[src/rtl/serial_comp_seq.sv]
// Bit-serial unsigned magnitude comparator: scans A/B MSB-first, one bit pair per clock,
// and presents a registered one-hot gt/lt/eq result with a single-cycle done pulse.
module serial_comp_seq #(
  parameter int WIDTH = 8
) (
  input  logic             clk,
  input  logic             rst,
  input  logic             start,
  input  logic [WIDTH-1:0] a,
  input  logic [WIDTH-1:0] b,
  output logic             busy,
  output logic             done,
  output logic             gt,
  output logic             lt,
  output logic             eq
);

  localparam int IW = (WIDTH > 1) ? $clog2(WIDTH) : 1;

  typedef enum logic [1:0] {
    IDLE = 2'd0,
    RUN  = 2'd1,
    DONE = 2'd2
  } state_t;

  state_t           state_q, state_d;
  logic [WIDTH-1:0] a_q, a_d;
  logic [WIDTH-1:0] b_q, b_d;
  logic [IW-1:0]    idx_q, idx_d;
  logic             fgt_q, fgt_d;
  logic             flt_q, flt_d;
  logic             feq_q, feq_d;
  logic             gt_q, gt_d;
  logic             lt_q, lt_d;
  logic             eq_q, eq_d;
  logic             bit_a, bit_b;

  // Operands shift left each RUN edge, so the bit under examination is always the MSB.
  assign bit_a = a_q[WIDTH-1];
  assign bit_b = b_q[WIDTH-1];

  always_comb begin
    state_d = state_q;
    a_d     = a_q;
    b_d     = b_q;
    idx_d   = idx_q;
    fgt_d   = fgt_q;
    flt_d   = flt_q;
    feq_d   = feq_q;
    gt_d    = gt_q;
    lt_d    = lt_q;
    eq_d    = eq_q;
    unique case (state_q)
      IDLE: begin
        if (start) begin
          a_d     = a;
          b_d     = b;
          idx_d   = IW'(WIDTH - 1);
          feq_d   = 1'b1;
          fgt_d   = 1'b0;
          flt_d   = 1'b0;
          state_d = RUN;
        end
      end
      RUN: begin
        // Only the first differing pair decides; once eq drops the flags are frozen.
        if (feq_q && (bit_a != bit_b)) begin
          fgt_d = bit_a;
          flt_d = bit_b;
          feq_d = 1'b0;
        end
        a_d = a_q << 1;
        b_d = b_q << 1;
        if (idx_q == '0) begin
          gt_d    = fgt_d;
          lt_d    = flt_d;
          eq_d    = feq_d;
          state_d = DONE;
        end else begin
          idx_d = idx_q - IW'(1);
        end
      end
      DONE: begin
        state_d = IDLE;
      end
      default: begin
        state_d = IDLE;
      end
    endcase
  end

  always_ff @(posedge clk or posedge rst) begin
    if (rst) begin
      state_q <= IDLE;
      a_q     <= '0;
      b_q     <= '0;
      idx_q   <= '0;
      fgt_q   <= 1'b0;
      flt_q   <= 1'b0;
      feq_q   <= 1'b0;
      gt_q    <= 1'b0;
      lt_q    <= 1'b0;
      eq_q    <= 1'b0;
    end else begin
      state_q <= state_d;
      a_q     <= a_d;
      b_q     <= b_d;
      idx_q   <= idx_d;
      fgt_q   <= fgt_d;
      flt_q   <= flt_d;
      feq_q   <= feq_d;
      gt_q    <= gt_d;
      lt_q    <= lt_d;
      eq_q    <= eq_d;
    end
  end

  assign busy = (state_q != IDLE);
  assign done = (state_q == DONE);
  assign gt   = gt_q;
  assign lt   = lt_q;
  assign eq   = eq_q;

endmodule

[config.mk]
export PLATFORM = sky130hd
export DESIGN_NAME = serial_comp_seq
export DESIGN_NICKNAME = d
export VERILOG_FILES = /design/src/rtl/serial_comp_seq.sv
export SDC_FILE = /design/constraint.sdc
export NUM_CORES = 1
export LEC_CHECK = 0
export CAP_MARGIN = 10
export CORE_MARGIN = 8
export CORE_UTILIZATION = 36
export DETAILED_ROUTE_END_ITERATION = 16
export GPL_TIMING_DRIVEN = 1
export PLACE_DENSITY = 0.69
export SLEW_MARGIN = 20
export SYNTH_ARGS = -nofsm -noshare
export SYNTH_HDL_FRONTEND = slang
export SYNTH_SLANG_ARGS = --single-unit
[constraint.sdc]
create_clock -name clk -period 1.7 [get_ports clk]
set_input_delay 0.34 -clock clk [delete_from_list [all_inputs] [get_ports clk]]
set_output_delay 0.34 -clock clk [all_outputs]
set_load 0.01 [all_outputs]
Yosys cells after proc, flatten, opt, wreduce, memory -nomap -nowiden. Index checks and enable logic that the tools add are counted.

Register bits: 27. Bits of input ports: 19. Output and inout bits: 5. Word-level logic and storage cells: 44.

Add/sub/neg operators: 1. Equal/unequal tests: 6. Muxes and demuxes: 18. Reductions and logical operators: 9.

Operators by type and width (count): $pmux W8 S2 (2); $mux W8 (2); $mux W3 (2); $ne A2 B2 Y1 const B (3); $pmux W1 S2 (3); $pmux W3 S2 (1); $reduce_and A2 Y1 (3); $mux W1 (5); $mux W2 (2); $pmux W2 S2 (1); $reduce_bool A2 Y1 (2); $logic_not A3 Y1 (1); $reduce_and A3 Y1 (1); $sub A3 B1 Y3 const B (1); $eq A2 B1 Y1 const B (1); $eq A2 B2 Y1 const B (1); $logic_not A2 Y1 (1); $logic_and A1 B1 Y1 (1); $ne A1 B1 Y1 (1).

Depth between registers and ports, before layout. Gate-level depths: netlist (run 1).

Word-level depth: 4. Mapped depth: 5. Mapped depth without buffers: 5.

Worst setup path after synthesis (run 1). No wires, ideal clock.

Path type: register -> register. Start point: register idx_q[0]. End point: register idx_q[1]. Library setup time: 125 ps. Arrival: 1228 ps. Data required time: 1575 ps. Slack: 348 ps. Stages on the path, launching flop included: 6. Path buffers: 0. Period minus slack after synthesis: 1352 ps. Path through: dfrtp_1 -> inv_1 -> ha_1 -> nor2b_1 -> a21oi_2 -> mux2_2.

Word-level cells in the longest chain between the ends: 3. Elaborated cells on any way between the ends: 6. Classes of those cells: 1 x add/sub; 1 x eq/ne; 2 x mux; 2 x reduce/logical.

Ends and longest elaborated chain: from (decl) (RTL line 29) `logic [IW-1:0] idx_q, idx_d;`; from (signal assigned) (RTL line 108) `idx_q <= idx_d;`; $sub A3 B1 Y3 / $logic_not A3 Y1 (equally long branches) (RTL line 80, 74); $mux W3 / $ne A2 B2 Y1 (equally long branches); $pmux W3 S2 / $reduce_and A3 Y1 (equally long branches).

Several ways; a longest one is shown, not always the timed one. The select of a mux whose other input is x is not followed. A chain may end at the register's enable or synchronous reset.

Final worst setup path (run 1).
Start point: register state_q[0]. End point: output port busy.

Word-level cells in the longest chain between the ends: 1.

Ends and longest elaborated chain: from (decl) (RTL line 26) `state_t state_q, state_d;`; from (signal assigned) (RTL line 105) `state_q <= state_d;`; $reduce_bool A2 Y1 (RTL line 118) `assign busy = (state_q != IDLE);`; to (decl) (RTL line 11) `output logic busy,`.

No other way between the ends.

==> impl_metrics.env, run 1 <==
export IMPL_path_max_fanout=3
export IMPL_clk_pin_slew_ns=0.14
export IMPL_comb_power_share=0.471
export IMPL_tightest_slew_ns=0.3315
export IMPL_grt_overflow=0
export IMPL_synth_cell_types=26
export IMPL_start_util=0.3643
export IMPL_p_clk_frac=0.103
export IMPL_status="finished clean"
export IMPL_end_kind="output pin"
export IMPL_grt_first_pass_wirelength_mm=4.678
export IMPL_seqPwrFrac=0.426
export IMPL_pwr_density_cell_nw_per_um2=1607
export IMPL_worst_setup_path_start_kind="flop"
export IMPL_ys_ff_latch=27
export IMPL_maxCapViolations=0
export IMPL_globalplace_congestion=0.8053
export IMPL_clock_sinks=27
export IMPL_drtPass1Iterations=4
export IMPL_synth_nets=147
export IMPL_fin_crit_sh=0.9429
export IMPL_synth_edff_count=0
export IMPL_num_rows=22
export IMPL_hold_viol_final=0
export IMPL_swShare=0.3770
export IMPL_synth_top_area_frac=0.5182
export IMPL_slew_viol_final=0
export IMPL_dr_wl_met2_mm=1.387
export IMPL_grt_antenna_before_repair=0
export IMPL_fin_setup_tns_ns=0
export IMPL_yosys_warnings=0
export IMPL_wl_per_cell_um=13.10
export IMPL_slew_headroom=0.7790
export IMPL_via_per_inst=4.704
export IMPL_most_common_layout_cells="dfrtp_1, nand2_1, clkdlybuf4s50_1, o21ai_1, mux2i_1"
export IMPL_cts_root_buf="clkbuf_4"
export IMPL_setup_viol=0
export IMPL_core_area_um2=3578
export IMPL_hold_class="input pin to asynchronous set/reset pin"
export IMPL_die_area_um2=5803
export IMPL_netlist_instances=126
export IMPL_vdd_drop_max_v=0.0006442
export IMPL_holdBufCountCts=0
export IMPL_antenna_left=0
export IMPL_synth_top_area_cell="dfrtp_1"
export IMPL_clk_path_buf_depth=2
export IMPL_period_minus_slack_ns=1.603
export IMPL_port_buffers=23
export IMPL_p_sw_uw=987.7
export IMPL_synth_area_per_cell_um2=10.35
export IMPL_ios=24
export IMPL_cts_buffers=3
export IMPL_routed_top_layer="met4"
export IMPL_mostFrequentLayoutCell="dfrtp_1"
export IMPL_critPathRequiredTime_ns=1.36
export IMPL_synth_area_um2=1304
export IMPL_cts_tree="built"
export IMPL_grt_max_degree=28
export IMPL_p_total_uw=2620
export IMPL_vias=955
export IMPL_drive_gt1_frac=0.1097
export IMPL_hold_worst_slack_ns=0.3768
export IMPL_diodes=0
export IMPL_synth_area_leaders="dfrtp_1, mux2i_1, nand2_1, o21ai_1, nor2b_1"
export IMPL_crit_type="flop to output pin"
export IMPL_dr_first_iter_drc_count=46
export IMPL_grt_setup_unrepaired="false"
export IMPL_layout_nets=177
export IMPL_arrival_ns=1.26
export IMPL_max_freq_ghz=0.6239
export IMPL_track_usage=0.09584
export IMPL_dpl_hpwl_mm=2.046
export IMPL_die_w_um=76.18
export IMPL_synth_seq_area_share=0.5182
export IMPL_synth_top_flop_cell="dfrtp_1"
export IMPL_synthArstFlopShare=1.000
export IMPL_wl_met3_um=128
export IMPL_wl_mm=2.659
export IMPL_insertion_delay_ns=0.32
export IMPL_drc=0
export IMPL_grt_pass1_vias=1027
export IMPL_h_tree_depth=1
export IMPL_p_leak_uw=0.0007345
export IMPL_skew_ns=0.001933
export IMPL_wirelength_met1_mm=1.089
export IMPL_p_int_uw=1632
export IMPL_dieHeight_um=76.18
export IMPL_syn2layout_area_growth_pct=25.05
registers in the layout, indices dropped and copies added, names as in the netlist, 2 cells and up:
signal	flops
a_q	8
idx_q	3
state_q	2
b_q	8
final timing paths:
kind / start / slack, ns / cells past startpoint / end
setup / recovery: state_q[0]$_DFFE_PP0P_ / 0.1 / 2 / busy
hold / removal: rst / 0.38 / 3 / a_q[3]$_DFFE_PP0P_
setup reg to reg: idx_q[1]$_DFFE_PP0P_ / 0.18 / 5 / idx_q[1]$_DFFE_PP0P_
hold reg to reg: lt$_DFFE_PP0P_ / 0.50 / 2 / lt$_DFFE_PP0P_
max in group asynchronous: rst / 1.08 / 3 / a_q[7]$_DFFE_PP0P_
min in group clk: lt$_DFFE_PP0P_ / 0.50 / 2 / lt$_DFFE_PP0P_
per-stage QoR:
step / setup slack (ns) / area [µm²] / std cells / utilization
6_report: 0.09706 / 1630 / 203 / 0.4556
5_1_grt: 0.03496 / 1630 / 203 / 0.4556
4_1_cts: 0.03905 / 1622 / 202 / 0.4531
3_5_place_dp: 0.06043 / 1597 / 198 / 0.4462
3_3_place_gp: 0.1424 / 1597 / 198 / 0.4462
2_1_floorplan: 0.3476 / 1304 / 126 / -
cell type report:
type                    count  area [µm²]
inverters                   5       18.77
well taps                  48       60.06
fillers                   361        1948
multi-input cells          88       559.3
flip-flops and latches     27       675.6
repair buffers             31       289.0
clock buffers               3       22.52
clock inverters             1       5.005
cell usage after synthesis, drive strengths merged, types with 2 or more instances:
library cell  number
inv                5
nor2b              6
o31ai              2
o21ai             22
mux2i             14
dfrtp             27
nand2             25
ha                 2
buf                6
nand2b             3
a21oi              4
critical path, cell delays in order, from the launching register on:
cell and delay (ns):
dfrtp_1 0.42, or2_2 0.29, clkdlybuf4s15_1 0.24
power by group through the flow:
stage                     Sequential (µW)  Clock (µW)  Combinational [µW]
after floorplan                      1110           0                 924
after global placement               1110           0                1180
after detailed placement             1130           0                1240
after CTS                            1120         289                1250
after global routing                 1150         313                1400
final                                1110         271                1230
routing by layer:
layer / global-route usage / vias to the layer above
li1: - / 486
met1: 0.1061 / 439
met2: 0.1714 / 24
met3: 0.03066 / 6
met4: 0.02500 / 0
met5: 0 / -
repair_timing:
item / 4_1_cts / 5_1_grt
setup endpoints to repair: 2 / 1
buffers inserted: 0 / 1
resized for setup: 2 / 1
cell families after synthesis:
logic type,count (synthesis),share of synthesized area
flops,27,0.5182
fa+ha+maj,2,0.01919
compound gates,33,0.1555
xor+xnor,1,0.006719
mux,15,0.1161
simple gates,37,0.1315
buf+inv,11,0.05278
Note: power is estimated with default switching activity, not from simulation.
==> run 2, diff against run 1 <==
--- a/config.mk
+++ b/config.mk
@@ -7,10 +7,10 @@
 export LEC_CHECK = 0
 export CAP_MARGIN = 10
 export CORE_MARGIN = 8
-export CORE_UTILIZATION = 36
+export CORE_UTILIZATION = 40
 export DETAILED_ROUTE_END_ITERATION = 16
 export GPL_TIMING_DRIVEN = 1
-export PLACE_DENSITY = 0.69
+export PLACE_DENSITY = 0.74
 export SLEW_MARGIN = 20
 export SYNTH_ARGS = -nofsm -noshare
 export SYNTH_HDL_FRONTEND = slang
==> run 2 against run 1 <==
  * Via count decreased by 0.84%
  * Utilization is 6.5 points higher
  * Hold slack worse by 0.036 ns
  * Critical path depth did not move
  * First-iteration DRC count grew 13%
  * Flip-flop and latch count is the same
  * Register-to-register slack improved by 0.02 ns
  * Critical path type unchanged
==> impl_metrics.env, run 2 (synthesis results as in run 1) <==
export IMPL_status="finished clean"
export IMPL_critPathRequiredTime_ns=1.36
export IMPL_num_rows=20
export IMPL_h_tree_depth=1
export IMPL_worst_setup_path_start_kind="flop"
export IMPL_reg_top3="a_q (8), b_q (8), idx_q (3)"
export IMPL_cp_cell_sequence="or2_2 -> clkdlybuf4s15_1"
export IMPL_arrival_ns=1.29
export IMPL_slew_headroom=0.6811
export IMPL_grt_pass1_vias=995
export IMPL_grt_overflow=0
export IMPL_clk_path_buf_depth=2
export IMPL_die_area_um2=5342
export IMPL_port_buffers=23
export IMPL_fin_util=0.5203
export IMPL_hold_worst_slack_ns=0.3409
export IMPL_critPathBufInv=1
export IMPL_fillCellCount=302
export IMPL_mostFrequentLayoutCell="dfrtp_1"
export IMPL_setup_viol=0
export IMPL_register_area_um2=675.6
export IMPL_drive_gt1_frac=0.08553
export IMPL_grt_setup_unrepaired="false"
export IMPL_crit_path_start="state_q[0]$_DFFE_PP0P_"
export IMPL_multi_input_area_um2=559.3
export IMPL_dieHeight_um=73.09
export IMPL_path_max_fanout=3
export IMPL_slew_viol_final=0
export IMPL_wl_per_cell_um=12.72
export IMPL_clock_sinks=27
export IMPL_core_area_um2=3078
export IMPL_place_area_um2=1577
export IMPL_vias=947
export IMPL_diodes=0
export IMPL_vdd_drop_max_v=0.0006232
export IMPL_die_w_um=73.09
export IMPL_crit_family="flip-flops"
export IMPL_cts_buffers=3
export IMPL_dr_first_iter_drc_count=52
export IMPL_clk_pin_slew_ns=0.15
export IMPL_syn2layout_area_growth_pct=22.84
export IMPL_hold_class="input pin to asynchronous set/reset pin"
export IMPL_most_common_layout_cells="dfrtp_1, nand2_1, clkdlybuf4s50_1, o21ai_1, mux2i_1"
export IMPL_start_util=0.4236
export IMPL_grt_max_degree=32
export IMPL_cts_tree="built"
export IMPL_pwr_density_cell_nw_per_um2=1606
export IMPL_cts_root_buf="clkbuf_4"
export IMPL_stdcell_area_um2=1602
export IMPL_ios=24
export IMPL_grt_first_pass_wirelength_mm=4.381
export IMPL_maxCapViolations=0
export IMPL_grt_antenna_before_repair=0
export IMPL_layout_nets=174
export IMPL_p_leak_uw=0.0007176
export IMPL_hold_viol_final=0
export IMPL_timing_rr_start="idx_q[0]$_DFFE_PP0P_"
export IMPL_insertion_delay_ns=0.33
export IMPL_period_minus_slack_ns=1.627
export IMPL_crit_type="flop to output pin"
export IMPL_track_usage=0.1041
export IMPL_antenna_left=0
export IMPL_drtPass1Iterations=3
export IMPL_tightest_slew_ns=0.4773
export IMPL_dpl_hpwl_mm=1.877
export IMPL_wl_mm=2.493
export IMPL_skew_ns=0.01205
export IMPL_globalplace_congestion=0.7768
export IMPL_via_per_inst=4.832
export IMPL_p_total_uw=2572
export IMPL_max_freq_ghz=0.6148
export IMPL_end_kind="output pin"
export IMPL_drc=0
export IMPL_critPathSlowestCell="dfrtp_1"
export IMPL_fin_setup_tns_ns=0
export IMPL_fin_crit_sh=0.9568
export IMPL_slowest_delay_ns=0.42
run 2: changes by cell type in the layout (fill, tap and decap cells not counted), sizes merged:
cell    delta
buf        -3
clkbuf     +1
clkinv     -1
run 2: metrics by stage:
stage	cells	setup WS, ns
floorplan	126	0.3476
global placement	192	0.1685
detailed placement	192	0.1394
CTS	196	0.01929
global route	196	0.01191
finish	196	0.07338
run 2: area by class of cell:
type / count / share of cell area
clock buffer: 4 / 0.01641
tap: 44 / 0.03437
inverter: 5 / 0.01172
multi-input combinational: 88 / 0.3492
sequential: 27 / 0.4219
timing repair buffer: 28 / 0.1664
run 2: report_power, final:
group | internal (µW) | total [µW] | leakage [µW] | switching [µW]
clock network | 92.2 | 281 | 0.0000150 | 189
logic | 576 | 1180 | 0.000363 | 599
registers | 929 | 1120 | 0.000340 | 186
total | 1600 | 2570 | 0.000718 | 975
run 2: repair_timing:
| action | CTS | global route |
|---|---|---|
| hold buffers | 0 | 0 |
| setup buffers | 0 | 0 |
| gates resized for setup | 2 | 1 |
| endpoints found under the setup margin | 2 | 1 |
run 2: routing by layer:
| layer | global-route usage | routed length, µm | vias up |
|---|---|---|---|
| met2 | 0.1758 | 1211 | 16 |
| met5 | 0 | 0 | - |
| li1 | - | - | 478 |
| met4 | 0.05333 | 51 | 0 |
| met1 | 0.1107 | 1071 | 448 |
| met3 | 0.03846 | 158 | 5 |
run 2: tightest hold or removal path, delay by kind of cell:
family | cells | cell delay [ns]
buffers and inverters | 3 | 0.75
run 2: worst paths after layout:
check,endpoint,slack [ns],cells after the start
worst max-delay path,busy,0.07,2
worst min-delay path,feq_q$_DFFE_PP0P_,0.34,3
worst max register to register,idx_q[1]$_DFFE_PP0P_,0.20,5
worst min register to register,gt$_DFFE_PP0P_,0.49,2
max in group asynchronous,b_q[1]$_DFFE_PP0P_,1.10,3
min in group clk,gt$_DFFE_PP0P_,0.49,2
==> run 3, diff against run 2 <==
--- a/config.mk
+++ b/config.mk
@@ -7,10 +7,11 @@
 export LEC_CHECK = 0
 export CAP_MARGIN = 10
 export CORE_MARGIN = 8
-export CORE_UTILIZATION = 40
+export CORE_UTILIZATION = 45
+export CTS_BUF_LIST = sky130_fd_sc_hd__clkbuf_4
 export DETAILED_ROUTE_END_ITERATION = 16
 export GPL_TIMING_DRIVEN = 1
-export PLACE_DENSITY = 0.74
+export PLACE_DENSITY = 0.8
 export SLEW_MARGIN = 20
 export SYNTH_ARGS = -nofsm -noshare
 export SYNTH_HDL_FRONTEND = slang
==> run 3 against run 2 <==
  * Sequential power about the same
  * Highest routed layer unchanged
  * Clock power about the same
  * Total power up 1.7%
  * Combinational power up 3%
  * Non-clock buffer count up 1
  * Largest cell class unchanged
  * Hold slack better by 0.0048 ns
  * Flip-flop and latch count unchanged
==> impl_metrics.env, run 3 (synthesis results as in run 1) <==
export IMPL_track_usage=0.1063
export IMPL_drc=0
export IMPL_vias=950
export IMPL_antenna_left=0
export IMPL_period_minus_slack_ns=1.611
export IMPL_vdd_drop_max_v=0.0008943
export IMPL_slew_viol_final=0
export IMPL_maxCapViolations=0
export IMPL_max_freq_ghz=0.6207
export IMPL_insertion_delay_ns=0.32
export IMPL_clk_pin_slew_ns=0.14
export IMPL_worst_r2r_path_depth=5
export IMPL_cp_cell_sequence="or2_2 -> clkdlybuf4s15_1"
export IMPL_drtPass1Iterations=4
export IMPL_dr_first_iter_drc_count=52
export IMPL_grt_pass1_vias=1002
export IMPL_diodes=0
export IMPL_post_cts_repair_setup_buffers=0
export IMPL_wl_mm=2.567
export IMPL_num_rows=19
export IMPL_grt_max_degree=32
export IMPL_cts_tree="built"
export IMPL_arrival_ns=1.27
export IMPL_holdBufCountCts=0
export IMPL_globalplace_congestion=0.8058
export IMPL_critPathRequiredTime_ns=1.36
export IMPL_crit_family="flip-flops"
export IMPL_hold_worst_slack_ns=0.3458
export IMPL_clock_sinks=27
export IMPL_status="finished clean"
export IMPL_wirelength_met1_mm=1.113
export IMPL_p_leak_uw=0.0007281
export IMPL_pwr_density_cell_nw_per_um2=1629
export IMPL_layout_nets=175
export IMPL_wl_met3_um=81
export IMPL_critical_path_depth=2
export IMPL_core_area_um2=2758
export IMPL_dpl_hpwl_mm=1.926
export IMPL_worst_setup_path_start_kind="flop"
export IMPL_crit_type="flop to output pin"
export IMPL_syn2layout_area_growth_pct=23.22
export IMPL_mostFrequentLayoutCell="dfrtp_1"
export IMPL_path_max_fanout=3
export IMPL_grt_setup_unrepaired="false"
export IMPL_critPathSlowestCell="dfrtp_1"
export IMPL_grt_first_pass_wirelength_mm=4.374
export IMPL_clk_path_buf_depth=2
export IMPL_skew_ns=0.002235
export IMPL_start_util=0.4728
export IMPL_dr_wl_met2_mm=1.296
export IMPL_reg_top3="a_q (8), b_q (8), idx_q (3)"
export IMPL_fin_setup_tns_ns=0
export IMPL_hold_viol_final=0
export IMPL_grt_antenna_before_repair=0
export IMPL_grt_overflow=0
export IMPL_cts_buffers=3
export IMPL_die_w_um=69.83
export IMPL_slowest_delay_ns=0.42
export IMPL_routed_top_layer="met4"
export IMPL_critPathBufInv=1
export IMPL_wl_per_cell_um=13.95
export IMPL_slew_headroom=0.7748
export IMPL_end_kind="output pin"
export IMPL_setup_viol=0
export IMPL_hold_class="input pin to asynchronous set/reset pin"
export IMPL_fillCellCount=232
export IMPL_port_buffers=23
export IMPL_drive_gt1_frac=0.09804
export IMPL_tightest_slew_ns=0.3377
export IMPL_most_common_layout_cells="dfrtp_1, nand2_1, clkdlybuf4s50_1, o21ai_1, mux2i_1"
export IMPL_via_per_inst=5.163
export IMPL_fin_crit_sh=0.9477
export IMPL_ios=24
export IMPL_die_area_um2=4876
export IMPL_cts_root_buf="clkbuf_4"
export IMPL_h_tree_depth=1
export IMPL_dieHeight_um=69.83
run 3: per-stage QoR:
step	power (µW)	cells	setup slack, ns	cell area [µm²]	util
floorplan	2038	126	0.3476	1304	-
global placement	2301	180	0.1306	1580	0.5730
detailed placement	2371	180	0.1051	1580	0.5730
CTS	2638	184	0.02913	1605	0.5821
global route	2817	184	0.03068	1607	0.5826
finish	2616	184	0.08895	1607	0.5826
run 3: metal layers:
| metal | GRT usage | vias up |
|---|---|---|
| met1 | 0.1174 | 445 |
| met4 | 0.05804 | 0 |
| met2 | 0.1838 | 15 |
| met3 | 0.02289 | 7 |
| met5 | 0 | - |
| li1 | - | 483 |
run 3: power breakdown:
part           internal (µW)  leakage, µW  switching [µW]
logic                    617     0.000371             606
registers                929     0.000340             187
clock network           88.3    0.0000177             189
run 3: tightest hold or removal path, delay by kind of cell:
family,cells,cell delay (ns)
buffers and inverters,3,0.75
run 3: final cells by class:
cell class | instances | area (µm²) | area share
Clock buffer | 3 | 22.52 | 0.01402
Clock inverter | 1 | 5.005 | 0.003115
Inverter | 5 | 18.77 | 0.01168
Multi-Input combinational cell | 88 | 559.3 | 0.3481
Sequential cell | 27 | 675.6 | 0.4206
Timing Repair Buffer | 29 | 286.5 | 0.1783
Tap cell | 31 | 38.79 | 0.02414
run 3: what timing repair did:
item | 4_1_cts | 5_1_grt
endpoints found under the setup margin | 2 | 1
resized for setup | 2 | 1
pin swaps | 0 | 0
run 3: path summary, 6_finish.rpt:
path                                        startpoint              endpoint  slack, ns
worst max-delay path            state_q[0]$_DFFE_PP0P_                  busy       0.09
worst min-delay path                               rst    a_q[3]$_DFFE_PP0P_       0.35
worst max register to register    idx_q[0]$_DFFE_PP0P_  idx_q[1]$_DFFE_PP0P_       0.25
worst min register to register          lt$_DFFE_PP0P_        lt$_DFFE_PP0P_       0.50
max in group asynchronous                          rst    a_q[0]$_DFFE_PP0P_       1.11
min in group clk                        lt$_DFFE_PP0P_        lt$_DFFE_PP0P_       0.50
